**config.mk**
```make
export PLATFORM = sky130hd
export DESIGN_NAME = router_out_port_arbiter
export DESIGN_NICKNAME = d
export VERILOG_FILES = /design/src/rtl/router_out_port_arbiter_pkg.sv /design/src/rtl/router_out_port_arbiter_rr_arbiter.sv /design/src/rtl/router_out_port_arbiter.sv
export SDC_FILE = /design/constraint.sdc
export NUM_CORES = 1
export LEC_CHECK = 0
export BUFFER_PORTS_ARGS = -buffer_cell sky130_fd_sc_hd__buf_2
export CAP_MARGIN = 20
export CORE_UTILIZATION = 28
export DETAILED_ROUTE_END_ITERATION = 16
export GPL_TIMING_DRIVEN = 1
export SETUP_SLACK_MARGIN = 0.1
export SLEW_MARGIN = 30
export SYNTH_ARGS = -nofsm -noshare
export SYNTH_HDL_FRONTEND = slang
export SYNTH_SLANG_ARGS = --single-unit
```
**constraint.sdc**
```tcl
create_clock -name clk -period 4.6 [get_ports clk]
set_input_delay 0.23 -clock clk [delete_from_list [all_inputs] [get_ports clk]]
set_output_delay 0.23 -clock clk [all_outputs]
set_load 0.02 [all_outputs]
```
**src/rtl/router_out_port_arbiter_pkg.sv**
```systemverilog
// Shared flit encodings, port indices and FSM state type for the mesh router output-port arbiter.
// Pure definitions, no latency or backpressure of its own.
package router_out_port_arbiter_pkg;

  localparam logic [2:0] FLIT_HEADER = 3'b001;
  localparam logic [2:0] FLIT_BODY   = 3'b010;
  localparam logic [2:0] FLIT_TAIL   = 3'b100;

  // Input port ordering used across the router
  localparam int PORT_N = 0;
  localparam int PORT_E = 1;
  localparam int PORT_W = 2;
  localparam int PORT_S = 3;
  localparam int PORT_L = 4;

  typedef enum logic {
    ST_IDLE   = 1'b0,
    ST_LOCKED = 1'b1
  } arb_state_t;

endpackage

```
**src/rtl/router_out_port_arbiter_rr_arbiter.sv**
```systemverilog
// Round-robin picker: first eligible input at or after rr_ptr, wrapping; combinational, 0 cycles.
// No backpressure; the caller decides when to register the winner.
module router_out_port_arbiter_rr_arbiter
  import router_out_port_arbiter_pkg::*;
#(
  parameter int N_IN  = 4,
  parameter int SEL_W = 2
) (
  input  logic [N_IN-1:0]  eligible,
  input  logic [SEL_W-1:0] rr_ptr,
  output logic [N_IN-1:0]  winner,
  output logic [SEL_W-1:0] win_idx,
  output logic             win_vld
);

  always_comb begin
    logic [SEL_W:0]   pos;
    logic [SEL_W-1:0] idx;
    pos     = '0;
    idx     = '0;
    winner  = '0;
    win_idx = '0;
    win_vld = 1'b0;
    for (int k = 0; k < N_IN; k++) begin
      pos = {1'b0, rr_ptr} + (SEL_W+1)'(k);
      if (pos >= (SEL_W+1)'(N_IN)) pos = pos - (SEL_W+1)'(N_IN);
      idx = pos[SEL_W-1:0];
      if (!win_vld && eligible[idx]) begin
        win_vld     = 1'b1;
        winner[idx] = 1'b1;
        win_idx     = idx;
      end
    end
  end

endmodule

```
**src/rtl/router_out_port_arbiter.sv**
```systemverilog
// Wormhole output-port allocator: 1-cycle round-robin grant on a HEADER, lock held until TAIL.
// Pops the owner's FIFO only when it is non-empty and dn_full is low; stalls hold the lock.
module router_out_port_arbiter
  import router_out_port_arbiter_pkg::*;
#(
  parameter int N_IN  = 4,
  parameter int SEL_W = 2
) (
  input  logic                clk,
  input  logic                rst,
  input  logic [N_IN-1:0]     req,
  input  logic [N_IN-1:0]     empty,
  input  logic [3*N_IN-1:0]   flit_type,
  input  logic                dn_full,
  output logic [N_IN-1:0]     grant,
  output logic [SEL_W-1:0]    sel,
  output logic [N_IN-1:0]     rd_en,
  output logic                valid_out,
  output logic                busy
);

  arb_state_t       state, state_d;
  logic [N_IN-1:0]  grant_d;
  logic [SEL_W-1:0] sel_d;
  logic [SEL_W-1:0] rr_ptr, rr_ptr_d;

  logic [2:0]       head_type [N_IN];
  logic [N_IN-1:0]  eligible;
  logic [N_IN-1:0]  winner;
  logic [SEL_W-1:0] win_idx;
  logic             win_vld;

  for (genvar i = 0; i < N_IN; i++) begin : g_in
    assign head_type[i] = flit_type[3*i +: 3];
    assign eligible[i]  = req[i] & ~empty[i] & (head_type[i] == FLIT_HEADER);
  end

  router_out_port_arbiter_rr_arbiter #(
    .N_IN  (N_IN),
    .SEL_W (SEL_W)
  ) u_rr (
    .eligible (eligible),
    .rr_ptr   (rr_ptr),
    .winner   (winner),
    .win_idx  (win_idx),
    .win_vld  (win_vld)
  );

  assign busy = (state == ST_LOCKED);

  // Gating with rst keeps an abandoned packet from losing a flit in the reset cycle
  always_comb begin
    valid_out = busy & ~rst & ~empty[sel] & ~dn_full;
    rd_en     = '0;
    if (valid_out) rd_en[sel] = 1'b1;
  end

  always_comb begin
    state_d  = state;
    grant_d  = grant;
    sel_d    = sel;
    rr_ptr_d = rr_ptr;
    case (state)
      ST_IDLE: begin
        if (win_vld) begin
          state_d = ST_LOCKED;
          grant_d = winner;
          sel_d   = win_idx;
        end
      end
      ST_LOCKED: begin
        // A stray HEADER mid-packet is forwarded as payload; only TAIL releases
        if (valid_out && (head_type[sel] == FLIT_TAIL)) begin
          state_d  = ST_IDLE;
          grant_d  = '0;
          sel_d    = '0;
          rr_ptr_d = (sel == SEL_W'(N_IN-1)) ? '0 : sel + 1'b1;
        end
      end
      default: state_d = ST_IDLE;
    endcase
  end

  always_ff @(posedge clk) begin
    if (rst) begin
      state  <= ST_IDLE;
      grant  <= '0;
      sel    <= '0;
      rr_ptr <= '0;
    end else begin
      state  <= state_d;
      grant  <= grant_d;
      sel    <= sel_d;
      rr_ptr <= rr_ptr_d;
    end
  end

endmodule

```
==> results of run 1 <==
## layout by cell type (no fill, tap or decap), types with 2 or more instances in the layout
master / n
nor2b_1: 3
o21ai_1: 4
mux4_2: 2
dfxtp_1: 9
and3_1: 2
o31ai_1: 3
nand3_1: 4
a21oi_1: 2
a211oi_1: 2
nor4bb_1: 2
nor3b_1: 2
and2_1: 5
nor2_1: 9
inv_1: 4
nor4_1: 3
a311oi_1: 2
a221o_1: 4
a31oi_1: 5
ha_1: 12
nand2_1: 6
buf_2: 34
o21ai_0: 4
clkbuf_8: 3
nand2b_1: 5
nor3_1: 5
a22o_1: 2
or3b_1: 5
## cells by family after synthesis
| logic type | after synthesis |
|---|---|
| AOI/OAI and AO/OA | 32 |
| xor gates and xnor gates | 1 |
| adders and majority gates | 12 |
| buffers and inverters | 9 |
| DFF | 9 |
| muxes | 4 |
| and+or+nand+nor | 60 |
## final timing paths
path,start,to,slack [ns],depth (start not counted)
setup / recovery,rr_ptr[0],sel[1],1.58,8
hold / removal,rst,busy,0.25,2
setup reg to reg,rr_ptr[0],sel[1],1.58,8
hold reg to reg,grant[2],grant[2],0.47,1
## power by group through the flow
stage / logic, W / clock network, W / registers [W]
global route: 0.0000447 / 0.0000990 / 0.0000829
floorplan: 0.0000208 / 0 / 0.0000851
detailed placement: 0.0000403 / 0 / 0.0000840
global placement: 0.0000404 / 0 / 0.0000841
finish: 0.0000405 / 0.0000935 / 0.0000827
CTS: 0.0000404 / 0.0000941 / 0.0000827
## worst reg2reg max path, stage by stage, from the launching register on
cell and delay [ns]:
dfxtp_1 0.58, clkinv_1 0.38, ha_1 0.48, or4b_2 0.65, o22ai_1 0.19, nor3_2 0.13
a211oi_2 0.23, o31ai_1 0.08, a22o_1 0.18
## synth_stat cells (2+ instances only)
cell type and n:
ha_1 12, dfxtp_1 9, nor2_1 9, nand2_1 6, a31oi_1 5, and2_1 5, nand2b_1 5, nor3_1 5
or3b_1 5, a221o_1 4, inv_1 4, nand3_1 4, o21ai_0 4, o21ai_1 4, nor2b_1 3, nor4_1 3
o31ai_1 3, a211oi_1 2, a21oi_1 2, a22o_1 2, a311oi_1 2, and3_1 2, buf_2 2, clkbuf_1 2
mux4_2 2, nor3b_1 2, nor4bb_1 2
## stage by stage
| step | util | setup slack [ns] | power, W | instances |
|---|---|---|---|---|
| after floorplan | - | 1.91 | 0.000106 | 127 |
| after detailed placement | 0.349 | 1.61 | 0.000124 | 205 |
| after global placement | 0.349 | 1.67 | 0.000124 | 205 |
| after global routing | 0.362 | 1.37 | 0.000227 | 209 |
| final | 0.362 | 1.58 | 0.000217 | 209 |
| after CTS | 0.362 | 1.62 | 0.000217 | 209 |
## sequential cells by signal, summed over array words and instances (netlist names)
name    flops
grant       4
rr_ptr      2
sel         2
busy        1
## per-layer routing
layer | part of all wire | up-vias | routed length, µm | global-route usage
li1 | - | 560 | - | -
met1 | 0.47 | 525 | 1300 | 0.192
met2 | 0.47 | 35 | 1310 | 0.246
met3 | 0.047 | 2 | 130 | 0.0217
met4 | 0.0058 | 0 | 16 | 0.0341
met5 | 0 | - | 0 | 0
## layout make-up
class / instances / area (µm²) / area share
clock buffers: 4 / 45.0 / 0.0340
multi-input cells: 109 / 850 / 0.642
repair buffers: 34 / 170 / 0.129
inverters: 5 / 18.8 / 0.0142
flip-flops and latches: 9 / 180 / 0.136
well taps: 48 / 60.1 / 0.0454
==> run summary, run 1 <==
min Tclk post-route - 3.02 ns
Leak - 0.523 nW
Die X - 63.7 µm
DR DRC count - 0
status - finished clean
Hold Slack - 0.248 ns
Hold Vio Cnt, Final - 0
Sw Share - 0.264
predominant post-synthesis flop cell - dfxtp_1
global route overflow - 0
drt pass-1 iters - 4
worst hold path type - in -> reg
number of fillers in the final layout - 394
Routed Antenna Nets - 0
power density cells - 164 mW/mm²
max frequency - 331 MHz
Cell variety after synth - 44
Critical Path, Cell by Cell - clkinv_1 > ha_1 > or4b_2 > o22ai_1 > nor3_2 > a211oi_2 > o31ai_1 > a22o_1
Reg clk slew, reported paths - 0.05 ns
Clock Sinks - 9
drt total wl - 2750 µm
FP Rows - 22
XOR/XNOR Fraction of Synth Area - 0.00822
multiplexer area fraction after synthesis - 0.0775
Port Buffer Count - 34
Synth Instances - 127
largest family of logic cells by synthesized area - simple AND/OR/NAND/NOR gates
Post-Synthesis Cell Area - 0.00107 mm²
Num CTS Buffers - 3
# IOs - 35
DPL Wire Length - 2200 µm
full die area - 0.00406 mm²
critical path class - reg -> reg
Hold-fix buffers, CTS - 0
wire length per cell - 13.2 µm
CP Launch Type - flip-flop
final instance area - 0.00132 mm²
worst clock skew - 0.00226 ns
Worst-Margin Slew - 0.596 ns
final setup vio count - 0
Starting Density - 0.291
yosys warns - 0
top post-synthesis cells by area - dfxtp_1 (17%), ha_1 (14%), mux4_2 (4.2%), or3b_1 (4.1%), a221o_1 (3.8%)
Critical Path End Type - flip-flop
Post-synth EDFFs - 0
CTS tree - yes
RSZ-0062 raised after global routing - false
FFs w/ async S/R, synth - 0
Comb pwr share - 0.187
placed inst area - 0.00128 mm²
via count - 1122
largest net degree at the start of global routing - 14
post-synth top area cell - dfxtp_1
final count of pins violating max slew - 0
Setup TNS Final - 0 ns
Crit path buffers/inverters - 1
Compound-Gate Fraction of Synth Area - 0.217
Net Sw Power - 0.0000571 W
GR Util All Layers - 0.146
Slew Limit Headroom - 0.599
final worst-path cycle share - 0.656
crit-path max FO - 13
routability congestion estimate - 0.862
Std-Cell Core Area - 0.00366 mm²
syn_area_per_cell - 8.39 µm²
Root Buffer - clkbuf_8
Clk Latency, worst-skew pair - 0.23 ns
initial antenna violation count - 0
CP delay by family, top - simple AND/OR/NAND/NOR gates
maximum clock insertion buffer count - 2
Resized Gates After CTS - 0
Seq pwr share - 0.381
simple-gate share of the synthesized area - 0.353
vias in the first global route - 1063
slowest stage cell, crit path - or4b_2
layout cells sized above 1 - 0.286
global-route wire length before repair - 4760 µm
Yosys reg bits - 9
P&R area growth vs syn - 24.2%
Mapped Nets - 162
WP data arrival - 3.14 ns
Crit path largest cell delay - 0.65 ns
drt first-iter violations - 47
clock network power share - 0.432
post-synthesis sequential area ratio - 0.169
CP Data Required Time - 4.72 ns
Via-to-Cell Ratio - 5.37
cell internal pwr - 0.000160 W
Post-Synth Adder-Cell Area - 0.141
Die Ht - 63.7 µm
Final nets - 197
Max-Cap Viols - 0
share of the synthesized area in the top cell type - 0.169
setup repair bufs after CTS - 0
ant diodes - 0
depth of the CTS H-tree - 1
VDD IR-drop max - 0.0000968 V
(Power assumes the default switching activity.)
==> run 2, diff against run 1 <==
==> constraint.sdc (replaced) <==
create_clock -name clk -period 2.9 [get_ports clk]
set_input_delay 0.145 -clock clk [delete_from_list [all_inputs] [get_ports clk]]
set_output_delay 0.145 -clock clk [all_outputs]
set_load 0.02 [all_outputs]
==> run 2 against run 1 <==
Effect of this change: first-iteration DRC count down 15%; wire length up 2.5%; fmax grew 16%; highest routed layer unchanged.
==> run summary, run 2 (synthesized netlist as in run 1, its figures left out) <==
wire length per cell - 13.2 µm
Port Buffer Count - 34
Die X - 63.7 µm
Comb pwr share - 0.189
final worst-path cycle share - 0.896
layout cells sized above 1 - 0.307
Max-Cap Viols - 0
DPL Wire Length - 2250 µm
worst hold path type - in -> reg
Reg with most FFs - grant
final instance area - 0.00136 mm²
commonest non-fill, non-tap cells in the layout - buf_2 (34), ha_1 (12), nor2_1 (9), dfxtp_1 (9), nand2_1 (6)
ant diodes - 0
Net Sw Power - 0.0000923 W
Critical Path, Cell by Cell - inv_1 > ha_1 > or4b_2 > o22ai_1 > nor3_2 > a211oi_2 > o31ai_1 > a22o_1
global-route wire length before repair - 4690 µm
Hold-fix buffers, CTS - 0
number of fillers in the final layout - 383
Largest regs - grant x4, rr_ptr x2, sel x2
maximum clock insertion buffer count - 2
min Tclk post-route - 2.60 ns
VDD IR-drop max - 0.000113 V
routability congestion estimate - 0.811
final setup vio count - 0
vias in the first global route - 1030
Final nets - 202
placed inst area - 0.00132 mm²
crit-path max FO - 10
drt total wl - 2820 µm
Reg clk slew, reported paths - 0.05 ns
Starting Density - 0.291
RSZ-0062 raised after global routing - false
final count of pins violating max slew - 0
DR DRC count - 0
slowest stage cell, crit path - or4b_2
Crit path buffers/inverters - 1
Crit path largest cell delay - 0.63 ns
Clk Latency, worst-skew pair - 0.24 ns
drt pass-1 iters - 4
Worst-Margin Slew - 0.553 ns
largest net degree at the start of global routing - 13
setup repair bufs after CTS - 0
Die Ht - 63.7 µm
Clock Sinks - 9
Hold Vio Cnt, Final - 0
FP Rows - 22
P&R area growth vs syn - 27.7%
Setup TNS Final - 0 ns
max reg flops - 4
power density cells - 254 mW/mm²
CTS tree - yes
drt first-iter violations - 40
global route overflow - 0
Critical Path End Type - flip-flop
critical path class - reg -> reg
max frequency - 385 MHz
Resized Gates After CTS - 0
CP Launch Type - flip-flop
GR Util All Layers - 0.145
Root Buffer - clkbuf_8
WP data arrival - 2.73 ns
# IOs - 35
Routed Antenna Nets - 0
CP Data Required Time - 3.03 ns
worst clock skew - 0.00375 ns
depth of the CTS H-tree - 1
Std-Cell Core Area - 0.00366 mm²
via count - 1116
initial antenna violation count - 0
Leak - 0.549 nW
Via-to-Cell Ratio - 5.21
cell internal pwr - 0.000254 W
Seq pwr share - 0.378
most common cell after layout, fill and taps aside - buf_2
full die area - 0.00406 mm²
status - finished clean
clock network power share - 0.433
Sw Share - 0.267
CP delay by family, top - simple AND/OR/NAND/NOR gates
Slew Limit Headroom - 0.629
Num CTS Buffers - 3
## run 2: cell types whose count changed in the layout (fill, tap and decap cells not counted), sizes merged
cell  change
buf       +5
## run 2: stage by stage
stage / total power [W] / setup WS (ns) / utilization / instances / hold slack (ns)
2_1_floorplan: 0.000168 / 0.208 / - / 127 / 0.218
3_3_place_gp: 0.000198 / 0.413 / 0.360 / 210 / 0.406
3_5_place_dp: 0.000198 / 0.312 / 0.360 / 210 / 0.414
4_1_cts: 0.000350 / 0.305 / 0.372 / 214 / 0.156
5_1_grt: 0.000366 / 0.105 / 0.372 / 214 / 0.171
6_report: 0.000346 / 0.301 / 0.372 / 214 / 0.155
## run 2: path summary, 6_finish.rpt
path | from | end | slack (ns) | cells after the start
setup / recovery | rr_ptr[1] | sel[1] | 0.30 | 8
hold / removal | rst | busy | 0.15 | 2
setup reg to reg | rr_ptr[1] | sel[1] | 0.30 | 8
hold reg to reg | grant[0] | grant[0] | 0.48 | 1
## run 2: final cells by class
class | instances | area [µm²] | area share
multi-input combinational | 109 | 850 | 0.624
timing repair buffer | 39 | 208 | 0.153
sequential | 9 | 180 | 0.132
tap | 48 | 60.1 | 0.0441
clock buffer | 4 | 45.0 | 0.0331
inverter | 5 | 18.8 | 0.0138
## run 2: per-layer routing
layer  wire [µm]  vias to the layer above  GRT usage
met1        1370                      511      0.183
li1            -                      566          -
met5           0                        -          0
met4          31                        0     0.0597
met3         107                        3     0.0163
met2        1310                       36      0.247
## run 2: power groups by stage
| stage | combinational, W | clock, W | sequential (W) |
|---|---|---|---|
| 6_report | 0.0000653 | 0.000150 | 0.000131 |
| 3_3_place_gp | 0.0000652 | 0 | 0.000133 |
| 4_1_cts | 0.0000652 | 0.000154 | 0.000131 |
| 3_5_place_dp | 0.0000650 | 0 | 0.000133 |
| 5_1_grt | 0.0000719 | 0.000163 | 0.000131 |
| 2_1_floorplan | 0.0000329 | 0 | 0.000135 |
